### src/rtl/hm_result_reader.sv
// Buffers {hash,nonce} results captured on the flag's rising edge and streams them out word by word, byte order restored.
// First word valid 2 cycles after capture; word_ready=0 holds the word; a push into a full FIFO is dropped (sticky overflow).
module hm_result_reader #(
  parameter int WORD_WIDTH = 32,
  parameter int NUM_WORDS  = 9,
  parameter int DEPTH      = 2
) (
  input  logic                            clk,
  input  logic                            rst,
  input  logic [WORD_WIDTH*NUM_WORDS-1:0] valid_hash,
  input  logic                            valid_hash_flag,
  input  logic                            clear,
  output logic [WORD_WIDTH-1:0]           word_out,
  output logic                            word_valid,
  input  logic                            word_ready,
  output logic                            word_last,
  output logic [3:0]                      word_index,
  output logic                            overflow,
  output logic                            empty
);

  localparam int BUS_W = WORD_WIDTH * NUM_WORDS;
  localparam int NB    = WORD_WIDTH / 8;
  localparam int PTR_W = $clog2(DEPTH);
  localparam int CNT_W = PTR_W + 1;
  localparam logic [3:0] LAST = 4'(NUM_WORDS - 1);

  typedef enum logic {IDLE, STREAM} state_t;

  state_t             state_q;
  logic               valid_q;
  logic [3:0]         idx_q;
  logic [PTR_W-1:0]   wr_ptr_q, rd_ptr_q;
  logic [CNT_W-1:0]   cnt_q, cnt_d;
  logic               flag_q;
  logic               overflow_q;
  logic [BUS_W-1:0]   mem_q [DEPTH];

  logic push, full, hs, pop, push_acc, drop;
  logic [WORD_WIDTH-1:0] head_word, word_swap;

  assign push     = valid_hash_flag & ~flag_q;
  assign full     = (cnt_q == CNT_W'(DEPTH));
  assign hs       = valid_q & word_ready;
  assign pop      = hs & (idx_q == LAST);
  // A full FIFO still takes a push when the head leaves in the same cycle.
  assign push_acc = push & (~full | pop);
  assign drop     = push & full & ~pop;

  always_comb begin
    cnt_d = cnt_q;
    case ({push_acc, pop})
      2'b10:   cnt_d = cnt_q + CNT_W'(1);
      2'b01:   cnt_d = cnt_q - CNT_W'(1);
      default: cnt_d = cnt_q;
    endcase
  end

  always_ff @(posedge clk or posedge rst) begin
    if (rst) begin
      state_q    <= IDLE;
      valid_q    <= 1'b0;
      idx_q      <= '0;
      wr_ptr_q   <= '0;
      rd_ptr_q   <= '0;
      cnt_q      <= '0;
      flag_q     <= 1'b0;
      overflow_q <= 1'b0;
    end else begin
      flag_q <= valid_hash_flag;
      if (clear) begin
        state_q    <= IDLE;
        valid_q    <= 1'b0;
        idx_q      <= '0;
        wr_ptr_q   <= '0;
        rd_ptr_q   <= '0;
        cnt_q      <= '0;
        overflow_q <= 1'b0;
      end else begin
        if (push_acc) wr_ptr_q <= wr_ptr_q + PTR_W'(1);
        if (pop)      rd_ptr_q <= rd_ptr_q + PTR_W'(1);
        if (drop)     overflow_q <= 1'b1;
        cnt_q <= cnt_d;
        case (state_q)
          IDLE: begin
            if (cnt_q != '0) begin
              state_q <= STREAM;
              valid_q <= 1'b1;
            end
          end
          STREAM: begin
            if (hs) begin
              if (idx_q == LAST) begin
                idx_q <= '0;
                // cnt_d already counts a push landing in this same cycle.
                if (cnt_d == '0) begin
                  state_q <= IDLE;
                  valid_q <= 1'b0;
                end
              end else begin
                idx_q <= idx_q + 4'd1;
              end
            end
          end
          default: begin
            state_q <= IDLE;
            valid_q <= 1'b0;
          end
        endcase
      end
    end
  end

  always_ff @(posedge clk) begin
    if (push_acc && !clear) mem_q[wr_ptr_q] <= valid_hash;
  end

  always_comb begin
    head_word = '0;
    for (int k = 0; k < NUM_WORDS; k++) begin
      if (idx_q == 4'(k)) head_word = mem_q[rd_ptr_q][k*WORD_WIDTH +: WORD_WIDTH];
    end
  end

  always_comb begin
    word_swap = '0;
    for (int b = 0; b < NB; b++) begin
      word_swap[b*8 +: 8] = head_word[(NB-1-b)*8 +: 8];
    end
  end

  assign word_valid = valid_q;
  assign word_out   = valid_q ? word_swap : '0;
  assign word_last  = valid_q & (idx_q == LAST);
  assign word_index = idx_q;
  assign overflow   = overflow_q;
  assign empty      = (cnt_q == '0);

endmodule

### config.mk
export PLATFORM = sky130hd
export DESIGN_NAME = hm_result_reader
export DESIGN_NICKNAME = d
export VERILOG_FILES = /design/src/rtl/hm_result_reader.sv
export SDC_FILE = /design/constraint.sdc
export NUM_CORES = 1
export LEC_CHECK = 0
export ABC_AREA = 0
export BUFFER_PORTS_ARGS = -buffer_cell sky130_fd_sc_hd__buf_4
export CORE_MARGIN = 2
export CORE_UTILIZATION = 40
export CTS_BUF_LIST = sky130_fd_sc_hd__clkbuf_2
export DETAILED_ROUTE_END_ITERATION = 6
export PLACE_DENSITY = 0.63
export SLEW_MARGIN = 0
export SYNTH_ARGS = -nofsm -noshare
export SYNTH_HDL_FRONTEND = slang
export SYNTH_SLANG_ARGS = --single-unit
### constraint.sdc
create_clock -name clk -period 58.3 [get_ports clk]
set_clock_uncertainty 0.05 [all_clocks]
set_input_delay 11.66 -clock clk [delete_from_list [all_inputs] [get_ports clk]]
set_output_delay 11.66 -clock clk [all_outputs]
set_load 0.05 [all_outputs]
# Word level (Yosys, flattened, before mapping)
# Memories as Yosys holds them, arrays and structs flattened.
# Cells that the tools add are included.
# Widths: inputs -> output; s select.
# totals
ff_bits,12
word_cells,90
ram_bits,576
inputBits,293
memories,1
out_inout_bits,40
# op_classes
n_eq_ne,15
n_reduce_logical,13
n_addsub,5
mux,36
n_bitwise,12
# memory_table
name,words,word_bits,read_ports,rd_clocked_by_memory_dff,write_ports,line,source
mem_q,2,288,1,0,1,37,logic [BUS_W-1:0] mem_q [DEPTH];
# ops
op,n
$mux 32,10
$mux 1,18
$eq 4x3->1 const B,4
$mux 4,4
$reduce_bool 2->1,6
$ne 3x2->1 const B,3
$eq 4x2->1 const B,2
$and 1x1->1,7
$add 4x1->4 const B,1
$eq 2x2->1 const B,2
$eq 4x1->1 const B,1
$eq 4x4->1 const B,1
$logic_not 2->1,2
$logic_not 4->1,1
$not 1->1,4
$pmux 1 s2,2
$pmux 2 s2,1
$reduce_and 4->1,1
$ne 3x3->1 const B,1
$add 1x1->1 const B,2
$add 2x1->2 const B,1
$eq 2x1->1 const B,1
$mux 2,1
$reduce_and 2->1,1
4 further kinds,4

# Longest topological paths before layout
# Gate-level depths: netlist of the first run.
# logic_depth
word_depth,12
ltp_mapped,8
ltp_nobuf,7

# Worst setup path before layout of the first run
# OpenSTA, ideal clock, no wires.
# synth_timing
path_type,input -> register
start,in valid_hash_flag
end,"mem mem_q[0][0] in the netlist's numbering, enable pin"
t_arrival_ps,32734
setup_slack_ps,24167
required_ps,56901
setup_ps,1349
stages,3
cell_sequence,nand2b_1 -> a21oi_1 -> nor3b_1
# synth_via
elab_chain_len,5
# synth_rtl
item,line,source
from (decl),11,"input logic valid_hash_flag,"
$and 1x1->1,42,assign push = valid_hash_flag & ~flag_q;
$and 1x1->1,47,assign push_acc = push & (~full | pop);
$logic_and 1x1->1,115,if (push_acc && !clear) mem_q[wr_ptr_q] <= valid_hash;
$mux 1,115,
$mux 1 (not written as such),115,
to (decl),37,
# No other way between the ends.

# Worst setup path in the final report of the first run
# layout_timing
start,reg rd_ptr_q
end,out word_out[12]
# layout_via
elab_chain_len,11
# layout_rtl
item,line,source
from (decl),33,"logic [PTR_W-1:0] wr_ptr_q, rd_ptr_q;"
from (signal assigned),81,if (pop) rd_ptr_q <= rd_ptr_q + PTR_W'(1);
$mem_v2 2x288 *,--,
$mux 32 (8 in a row),121,if (idx_q == 4'(k)) head_word = mem_q[rd_ptr_q][k*WORD_WIDTH +: WORD_WIDTH];
$mux 32 *,121,
$mux 32 *,133,assign word_out = valid_q ? word_swap : '0;
to (decl),13,"output logic [WORD_WIDTH-1:0] word_out,"
# Every way passes the cells marked *; elsewhere a longest branch is shown, timed or not.

==> results of run 1 <==
==> worst max-delay path: cells and delay by family, from the launching register on <==
kind	cells	cell delay, ns
AO/OA/AOI/OAI	3	0.90
buffers and inverters	3	1.69
flip-flops	1	1.01
multiplexers	1	0.28
==> flip-flops by register name, indices dropped and copies added, names as in the netlist <==
| register | cells |
|---|---|
| rd_ptr_q | 1 |
| overflow | 1 |
| cnt_q | 2 |
| wr_ptr_q | 1 |
| flag_q | 1 |
| mem_q | 576 |
| state_q | 1 |
| word_valid | 1 |
| word_index | 4 |
==> cell usage in the layout, fill, tap and decap left out, drive strengths merged, types with 3 or more instances in the layout <==
master and n:
and3 3, nand2 174, nor2b 4, nand3b 4, mux2 32, ha 5
o21ai 36, clkinv 33, inv 8, diode 7, clkbuf 214, o22ai 31
nand3 4, a21oi 39, buf 348, dfrtp 12, a31oi 33, bufinv 4
o221ai 64, o2111ai 31, mux2i 257, and2 5, nor2 13, edfxtp 576
==> per-stage QoR <==
stage / setup slack [ns] / power (mW) / hold slack, ns / instances / cell area (um^2)
final: 41.06 / 0.8067 / 0.4659 / 2721 / 28220
after global routing: 40.72 / 0.8428 / 0.4915 / 2719 / 28220
after CTS: 40.77 / 0.8190 / 0.4722 / 2714 / 28200
after detailed placement: 42.27 / 0.5331 / 0.4503 / 2456 / 26820
after global placement: 42.35 / 0.5315 / 0.4447 / 2456 / 26820
after floorplan: 24.17 / 0.5101 / 0.4660 / 1435 / 23580
==> cells by family after synthesis <==
logic type,after synthesis,share of synthesized area
AO/OA/AOI/OAI,240,0.07042
XOR/XNOR,2,0.0007431
adder cells (fa/ha/maj),5,0.002654
buffers and inverters,95,0.01746
flip-flops,588,0.7464
multiplexers,289,0.1244
AND/OR/NAND/NOR,216,0.03795
==> power by group <==
group	leakage, nW	switching (mW)	internal, mW	total [mW]
clock	1.04	0.167	0.117	0.284
combinational	2.87	0.0251	0.0200	0.0451
sequential	5.39	0.00338	0.474	0.478
==> routing by layer <==
layer  vias up  GRT usage
met5         -          0
li1       6626          -
met2       502     0.3521
met1      7159     0.2353
met4        10    0.08310
met3       108    0.07239
==> final cells by class <==
type,instances,area [um^2]
Fill cell,5018,29800
Sequential cell,588,17600
Multi-Input combinational cell,752,5600
Timing Repair Buffer,348,2650
Clock buffer,214,1071
Tap cell,765,957.2
Clock inverter,44,311.5
Antenna cell,7,17.52
Inverter,3,11.26
==> path summary, 6_finish.rpt <==
kind	startpoint	endpoint	slack (ns)	cells after the start
setup reg to reg	word_valid	mem_q[0][74]	54.12	6
min in group asynchronous	rst	word_index[1]	10.37	2
max in group asynchronous	rst	rd_ptr_q	47.43	2
hold reg to reg	overflow	overflow	0.47	2
hold / removal	overflow	overflow	0.47	2
setup / recovery	rd_ptr_q	word_out[12]	41.06	7
==> flow_metrics.env, run 1 <==
export IMPL_status="completed"
export IMPL_dieWidth_um=246.8
export IMPL_p_leak_nw=9.297
export IMPL_wl_met1_um=23990
export IMPL_grt_pass1_wl_um=91110
export IMPL_finalWirelength_um=62900
export IMPL_cts_setup_buffers=0
export IMPL_cap_viol_max_count=0
export IMPL_wl_met2_um=31990
export IMPL_synth_edf_count=576
export IMPL_highest_layer="met5"
export IMPL_dr_pass1_iters=5
export IMPL_required_ns=46.59
export IMPL_postSynthAreaPerCell_um2=16.43
export IMPL_slew_headroom=0.1198
export IMPL_wl_per_cell_um=23.12
export IMPL_hold_path_class="flip-flop to flip-flop"
export IMPL_synth_distinct_cells=37
export IMPL_first_iter_violations=859
export IMPL_drc_errors=0
export IMPL_fmax_mhz=58.00
export IMPL_port_buffers=332
export IMPL_dieArea_mm2=0.06090
export IMPL_h_tree_depth=4
export IMPL_fin_nets=2142
export IMPL_cts_resized=0
export IMPL_finalSetupTns_ns=0
export IMPL_fp_dieH_um=246.8
export IMPL_ys_ff_latch=588
export IMPL_ant_nets=0
export IMPL_cts_hold_buf=0
export IMPL_ys_async_sr_fraction=0.02041
export IMPL_syn_num_nets=1733
export IMPL_synth_common_cells="edfxtp_1 (576), mux2i_1 (257), nand2_1 (174)"
export IMPL_crit_path_cell_trace="buf_12 -> buf_4 -> mux2i_1 -> o221ai_1 -> a31oi_1 -> o22ai_1 -> buf_4"
export IMPL_path_class="flip-flop to primary output"
export IMPL_report_final_slew_viol_count=0
export IMPL_slowest_delay_ns=1.01
export IMPL_clockBufferDepth=3
export IMPL_root_buffer="clkbuf_2"
export IMPL_period_share=0.2957
export IMPL_synth_area_leaders="edfxtp_1 (73%), mux2i_1 (11%), nand2_1 (2.8%)"
export IMPL_slowest_stage="dfrtp_4"
export IMPL_drt_vias_per_instance=5.294
export IMPL_numCtsBuffers=151
export IMPL_dp_hpwl_um=38270
export IMPL_syn_area_mm2=0.02358
export IMPL_worst_path_max_fanout=139
export IMPL_grt_util_all_layers=0.2059
export IMPL_rsz0062_at_grt="no"
export IMPL_cp_common_cell="buf_4"
export IMPL_row_count=88
export IMPL_setup_viol=0
export IMPL_wl_met3_um=5462
export IMPL_cp_arrival_ns=5.53
export IMPL_coreArea_mm2=0.05803
export IMPL_clk_pin_slew_worst_paths_ns=0.09
export IMPL_initial_core_util=0.4063
export IMPL_ioPinCount=333
export IMPL_clk_latency_ns=1.26
export IMPL_grt_max_degree=175
export IMPL_antenna_found_initial=10
export IMPL_utilization=0.4864
export IMPL_cts_num_sinks=588
export IMPL_yosysMostFrequentCell="edfxtp_1"
export IMPL_drive_gt1_frac=0.3207
export IMPL_tightest_slew_ns=1.320
export IMPL_grt_pass1_vias=15110
export IMPL_yosys_area_top_type="edfxtp_1"
export IMPL_fin_crit_ns=17.24
export IMPL_hold_viol=0
export IMPL_yosys_warnings=0
export IMPL_area_growth_pct=19.70
export IMPL_ys_seq_area_frac=0.7464
export IMPL_synth_ff_type="edfxtp_1"
export IMPL_vias=14410
export IMPL_p_per_area_mw_per_mm2=28.58
export IMPL_postSynthCellCount=1435
export IMPL_irDropWorstVdd_mv=0.01667
export IMPL_netlist_area_leader_share=0.7336
export IMPL_grt_overflow=0
export IMPL_cts_tree="yes"
export IMPL_end_kind="primary output"
export IMPL_start_kind="flip-flop"
export IMPL_gp_congestion=0.8343
(Power assumes the default switching activity.)
==> run 2, diff against run 1 <==
Clock period 58.3 ns to 17.1 ns, I/O delays scaled along.
==> run 2 against run 1 <==
Design area up 0.16%. Count of clock-buffer cells in the layout up 3. Utilization up 0.080 points. Critical path depth unchanged. Non-clock buffer count up 2. Clock power rose to 3.5 times the previous value. Combinational power rose to 3.5 times the previous value. First-iteration DRC count up 3.6%. Sequential power rose to 3.4 times the previous value. Critical path type unchanged. Critical endpoint is now word_out[13]. Largest cell class unchanged. Highest routed layer unchanged.
==> flow_metrics.env, run 2 (synthesis gave the netlist of run 1 again) <==
export IMPL_start_kind="flip-flop"
export IMPL_first_iter_violations=890
export IMPL_drive_gt1_frac=0.3228
export IMPL_grt_max_degree=169
export IMPL_clk_pin_slew_worst_paths_ns=0.11
export IMPL_dp_hpwl_um=38480
export IMPL_fin_crit_ns=9.058
export IMPL_fmax_mhz=110.4
export IMPL_ant_nets=0
export IMPL_final_area_mm2=0.02827
export IMPL_use_met2=0.3424
export IMPL_antenna_found_initial=11
export IMPL_slew_headroom=0.1332
export IMPL_grt_overflow=0
export IMPL_grt_pass1_wl_um=91070
export IMPL_cp_arrival_ns=5.59
export IMPL_port_buffers=332
export IMPL_row_count=88
export IMPL_rsz0062_at_grt="no"
export IMPL_cts_resized=0
export IMPL_area_growth_pct=19.90
export IMPL_fillCellCount=5038
export IMPL_end_kind="primary output"
export IMPL_use_met3=0.06848
export IMPL_tightest_slew_ns=1.300
export IMPL_r2r_start="word_valid"
export IMPL_cts_num_sinks=588
export IMPL_status="completed"
export IMPL_ioPinCount=333
export IMPL_cts_tree="yes"
export IMPL_root_buffer="clkbuf_2"
export IMPL_finalSetupTns_ns=0
export IMPL_p_leak_nw=9.338
export IMPL_p_per_area_mw_per_mm2=98.15
export IMPL_drc_errors=0
export IMPL_hold_viol=0
export IMPL_wl_per_cell_um=23.08
export IMPL_grt_util_met1=0.2458
export IMPL_largest_reg_flops=576
export IMPL_cts_hold_buf=0
export IMPL_irDropWorstVdd_mv=0.05149
export IMPL_initial_core_util=0.4063
export IMPL_cts_setup_buffers=0
export IMPL_dieWidth_um=246.8
export IMPL_vias=14460
export IMPL_top_usage_layer="met2"
export IMPL_drt_vias_per_instance=5.311
export IMPL_grt_pass1_vias=15160
export IMPL_finalWirelength_um=62840
export IMPL_worst_path_max_fanout=138
export IMPL_coreArea_mm2=0.05803
export IMPL_gp_congestion=0.8092
export IMPL_numCtsBuffers=153
export IMPL_required_ns=13.63
export IMPL_clockBufferDepth=3
export IMPL_largest_register="mem_q"
export IMPL_path_class="flip-flop to primary output"
export IMPL_period_share=0.5297
export IMPL_postPlaceCellArea_mm2=0.02683
export IMPL_setup_viol=0
export IMPL_dr_pass1_iters=5
export IMPL_fp_dieH_um=246.8
export IMPL_grt_util_all_layers=0.2059
export IMPL_startpoint="rd_ptr_q"
export IMPL_dieArea_mm2=0.06090
export IMPL_hp_start="overflow"
export IMPL_report_final_slew_viol_count=0
export IMPL_layout_commonest_cell="edfxtp_1"
export IMPL_cap_viol_max_count=0
export IMPL_h_tree_depth=4
export IMPL_clk_latency_ns=1.23
export IMPL_final_cell_mix="edfxtp_1 (576), buf_4 (348), mux2i_1 (257)"
export IMPL_hold_path_class="flip-flop to flip-flop"
export IMPL_fin_nets=2146
run 2: cell count changes in the layout (fill, tap and decap cells not counted), sizes merged, moves of 2 or more:
cell,before,now
diode,7,3
clkbuf,214,217
clkinv,33,30
buf,348,350
bufinv,4,6
run 2: where the power goes:
group          leakage, nW  switching [mW]  internal (mW)
Sequential            5.39         0.00776           1.62
Clock                 1.07           0.561          0.430
Combinational         2.88          0.0907         0.0684
run 2: final timing paths:
| check | endpoint | slack (ns) | depth (start not counted) |
|---|---|---|---|
| worst max-delay path | word_out[13] | 8.04 | 7 |
| worst min-delay path | overflow | 0.51 | 2 |
| worst max register to register | mem_q[1][191] | 11.71 | 8 |
| worst min register to register | overflow | 0.51 | 2 |
| max in group asynchronous | rd_ptr_q | 14.49 | 2 |
| min in group asynchronous | word_index[1] | 2.14 | 2 |
run 2: final cells by class:
cell class,count,area [um^2],area share
timing repair buffer,350,2653,0.09384
tap,765,957.2,0.03386
multi-input combinational,752,5609,0.1984
clock inverter,45,341.6,0.01208
inverter,3,11.26,0.0003984
antenna,3,7.507,0.0002656
sequential,588,17600,0.6227
clock buffer,217,1086,0.03842
run 2: worst max-delay path: stages, from the launching register on:
cell and delay (ns):
dfrtp_4 0.92, buf_12 0.60, buf_4 0.97, mux2i_1 0.27, o221ai_1 0.15, a31oi_1 0.60, o22ai_1 0.20, buf_4 0.23
run 2: stage by stage:
step | worst slack [ns] | std cells | utilization | hold WS, ns | total power, mW
detailed placement | 9.248 | 2458 | 0.4624 | 0.4869 | 1.819
floorplan | 1.521 | 1435 | - | 0.4660 | 1.731
finish | 8.042 | 2723 | 0.4871 | 0.5074 | 2.774
CTS | 7.733 | 2720 | 0.4870 | 0.5151 | 2.819
global route | 7.664 | 2722 | 0.4871 | 0.5389 | 2.904
global placement | 9.365 | 2458 | 0.4624 | 0.4867 | 1.814
run 2: layer usage:
layer  routed length, um  up-vias
met5                 122        -
met3                4968      118
met1               24740     7150
met2               31380      554
li1                    -     6623
met4                1628       16
==> run 3, diff against run 2 <==
Settings changed: ABC_AREA 0 to 1, PLACE_DENSITY 0.63 to 0.65.
Clock period 17.1 ns to 8 ns, I/O delays scaled along.
==> run 3 against run 2 <==
Clock power rose by 110%. Combinational power grew to 3.1 times the previous value. Register-to-register slack got worse by 7.3 ns. Largest cell class unchanged.
==> flow_metrics.env, run 3 <==
export IMPL_drt_vias_per_instance=4.981
export IMPL_startpoint="rd_ptr_q"
export IMPL_hold_ws_ns=0.2679
export IMPL_cts_resized=0
export IMPL_yosys_warnings=0
export IMPL_slowest_stage="dfrtp_4"
export IMPL_report_final_slew_viol_count=0
export IMPL_postSynthCellCount=2081
export IMPL_ys_seq_area_frac=0.7281
export IMPL_yosys_area_top_type="edfxtp_1"
export IMPL_largest_register="mem_q"
export IMPL_first_iter_violations=1253
export IMPL_status="completed"
export IMPL_postPlaceCellArea_mm2=0.02729
export IMPL_row_count=90
export IMPL_clk_latency_ns=1.28
export IMPL_top_usage_layer="met2"
export IMPL_synth_area_leaders="edfxtp_1 (72%), nand2_1 (12%), nor2_1 (3.1%)"
export IMPL_cap_viol_max_count=0
export IMPL_crit_path_cell_trace="inv_8 -> buf_4 -> buf_4 -> nand2_1 -> nand2_1 -> a21oi_1 -> nand2_1 -> nand2_1 -> a21oi_1 -> buf_4"
export IMPL_irDropWorstVdd_mv=0.1341
export IMPL_clkPwrFrac=0.342
export IMPL_utilization=0.4779
export IMPL_p_int_mw=4.481
export IMPL_synth_ff_type="edfxtp_1"
export IMPL_fillCellCount=5460
export IMPL_r2r_slack_ns=4.39
export IMPL_synth_common_cells="nand2_1 (754), edfxtp_1 (576), nor2_1 (201)"
export IMPL_required_ns=6.35
export IMPL_initial_core_util=0.4026
export IMPL_switching_power_mw=1.559
export IMPL_grt_overflow=0
export IMPL_fin_nets=2770
export IMPL_tightest_slew_ns=1.261
export IMPL_vias=16760
export IMPL_antenna_found_initial=9
export IMPL_use_met3=0.05663
export IMPL_cp_common_cell="nand2_1"
export IMPL_fin_crit_ns=6.442
export IMPL_root_buffer="clkbuf_2"
export IMPL_start_kind="flip-flop"
export IMPL_coreArea_mm2=0.06002
export IMPL_wl_per_cell_um=19.03
export IMPL_largest_reg_flops=576
export IMPL_reg2regPathDepth=7
export IMPL_drc_errors=0
export IMPL_final_area_mm2=0.02869
export IMPL_synth_distinct_cells=30
export IMPL_cts_num_sinks=588
export IMPL_drive_gt1_frac=0.2473
export IMPL_dieWidth_um=249.8
export IMPL_r2r_end="mem_q[1][140]"
export IMPL_slew_headroom=0.1592
export IMPL_fp_dieH_um=249.8
export IMPL_hold_viol=0
export IMPL_setup_viol=0
export IMPL_postSynthAreaPerCell_um2=11.61
export IMPL_clk_pin_slew_worst_paths_ns=0.11
export IMPL_cts_hold_buf=0
export IMPL_p_per_area_mw_per_mm2=210.6
export IMPL_dr_pass1_iters=5
export IMPL_yosysMostFrequentCell="nand2_1"
export IMPL_period_share=0.8053
export IMPL_numCtsBuffers=153
export IMPL_worst_path_max_fanout=132
export IMPL_finalWirelength_um=64030
export IMPL_switching_share=0.2581
export IMPL_hold_path_class="primary input to asynchronous set/reset pin"
export IMPL_power_frac_seq=0.575
export IMPL_path_class="flip-flop to primary output"
export IMPL_gp_congestion=0.8269
export IMPL_synth_edf_count=576
export IMPL_netlist_area_leader_share=0.7157
export IMPL_grt_pass1_wl_um=95410
export IMPL_ant_nets=0
export IMPL_cts_setup_buffers=0
export IMPL_port_buffers=332
export IMPL_ys_ff_latch=588
export IMPL_cts_tree="yes"
export IMPL_layout_commonest_cell="nand2_1"
export IMPL_area_growth_pct=18.70
export IMPL_dp_hpwl_um=39070
export IMPL_grt_util_met1=0.2476
export IMPL_fmax_mhz=155.2
export IMPL_ys_async_sr_fraction=0.02041
export IMPL_cp_arrival_ns=4.79
export IMPL_ioPinCount=333
export IMPL_grt_max_degree=173
export IMPL_syn_area_mm2=0.02417
export IMPL_finalSetupTns_ns=0
export IMPL_slowest_delay_ns=0.71
export IMPL_r2r_start="word_index[0]"
export IMPL_syn_num_nets=2379
export IMPL_combPwrFrac=0.083
export IMPL_dieArea_mm2=0.06240
export IMPL_end_kind="primary output"
export IMPL_clockBufferDepth=3
export IMPL_grt_util_all_layers=0.2040
export IMPL_rsz0062_at_grt="no"
export IMPL_h_tree_depth=4
export IMPL_grt_pass1_vias=16430
export IMPL_p_leak_nw=11.41
export IMPL_use_met2=0.3493
export IMPL_final_cell_mix="nand2_1 (754), edfxtp_1 (576), buf_4 (347)"
export IMPL_crit_end="word_out[10]"
==> run 3: per-layer routing <==
layer / vias up / routed length, um
met5: - / 88
met4: 14 / 1353
met3: 105 / 4107
met2: 526 / 32760
met1: 8052 / 25710
li1: 8059 / -
==> run 3: per-stage QoR <==
stage	worst slack [ns]	cells	total power, mW
3_3_place_gp	2.753	3099	4.047
2_1_floorplan	1.023	2081	3.781
6_report	1.558	3364	6.040
4_1_cts	1.193	3362	6.140
5_1_grt	1.036	3364	6.330
3_5_place_dp	2.754	3099	4.058
==> run 3: how the worst min path moves through the flow <==
stage                  start             to  slack (ns)
global route             rst  word_index[2]        0.17
finish                   rst  word_index[2]        0.27
global placement    overflow       overflow        0.43
CTS                      rst  word_index[2]        0.05
floorplan           wr_ptr_q       wr_ptr_q        0.47
detailed placement  overflow       overflow        0.45
==> run 3: cells by family after synthesis <==
kind of cell    Yosys count  synth area share
simple gates           1073            0.1777
flops                   588            0.7281
compound gates          270           0.06228
buf+inv                 143           0.02858
fa+ha+maj                 5          0.002589
xor+xnor                  2         0.0007250
==> run 3: cell type report <==
type,instances,area (um^2),area share
sequential,588,17600,0.6136
multi-input combinational,1350,5909,0.2060
timing repair buffer,351,2685,0.09361
clock buffer,210,1051,0.03664
tap,782,978.4,0.03411
clock inverter,53,342.8,0.01195
inverter,28,112.6,0.003926
antenna,2,5.005,0.0001745
==> run 3: critical path, delay by kind of cell (launching register included) <==
family	cells	cell delay (ns)
flops	1	0.71
simple gates	4	0.38
buf+inv	4	2.12
compound gates	2	0.23
==> run 3: power by group through the flow <==
stage	Combinational (mW)	Clock (mW)	Sequential (mW)
2_1_floorplan	0.228	0	3.55
3_3_place_gp	0.507	0	3.54
3_5_place_dp	0.516	0	3.54
4_1_cts	0.517	2.15	3.47
5_1_grt	0.547	2.30	3.48
6_report	0.500	2.07	3.47
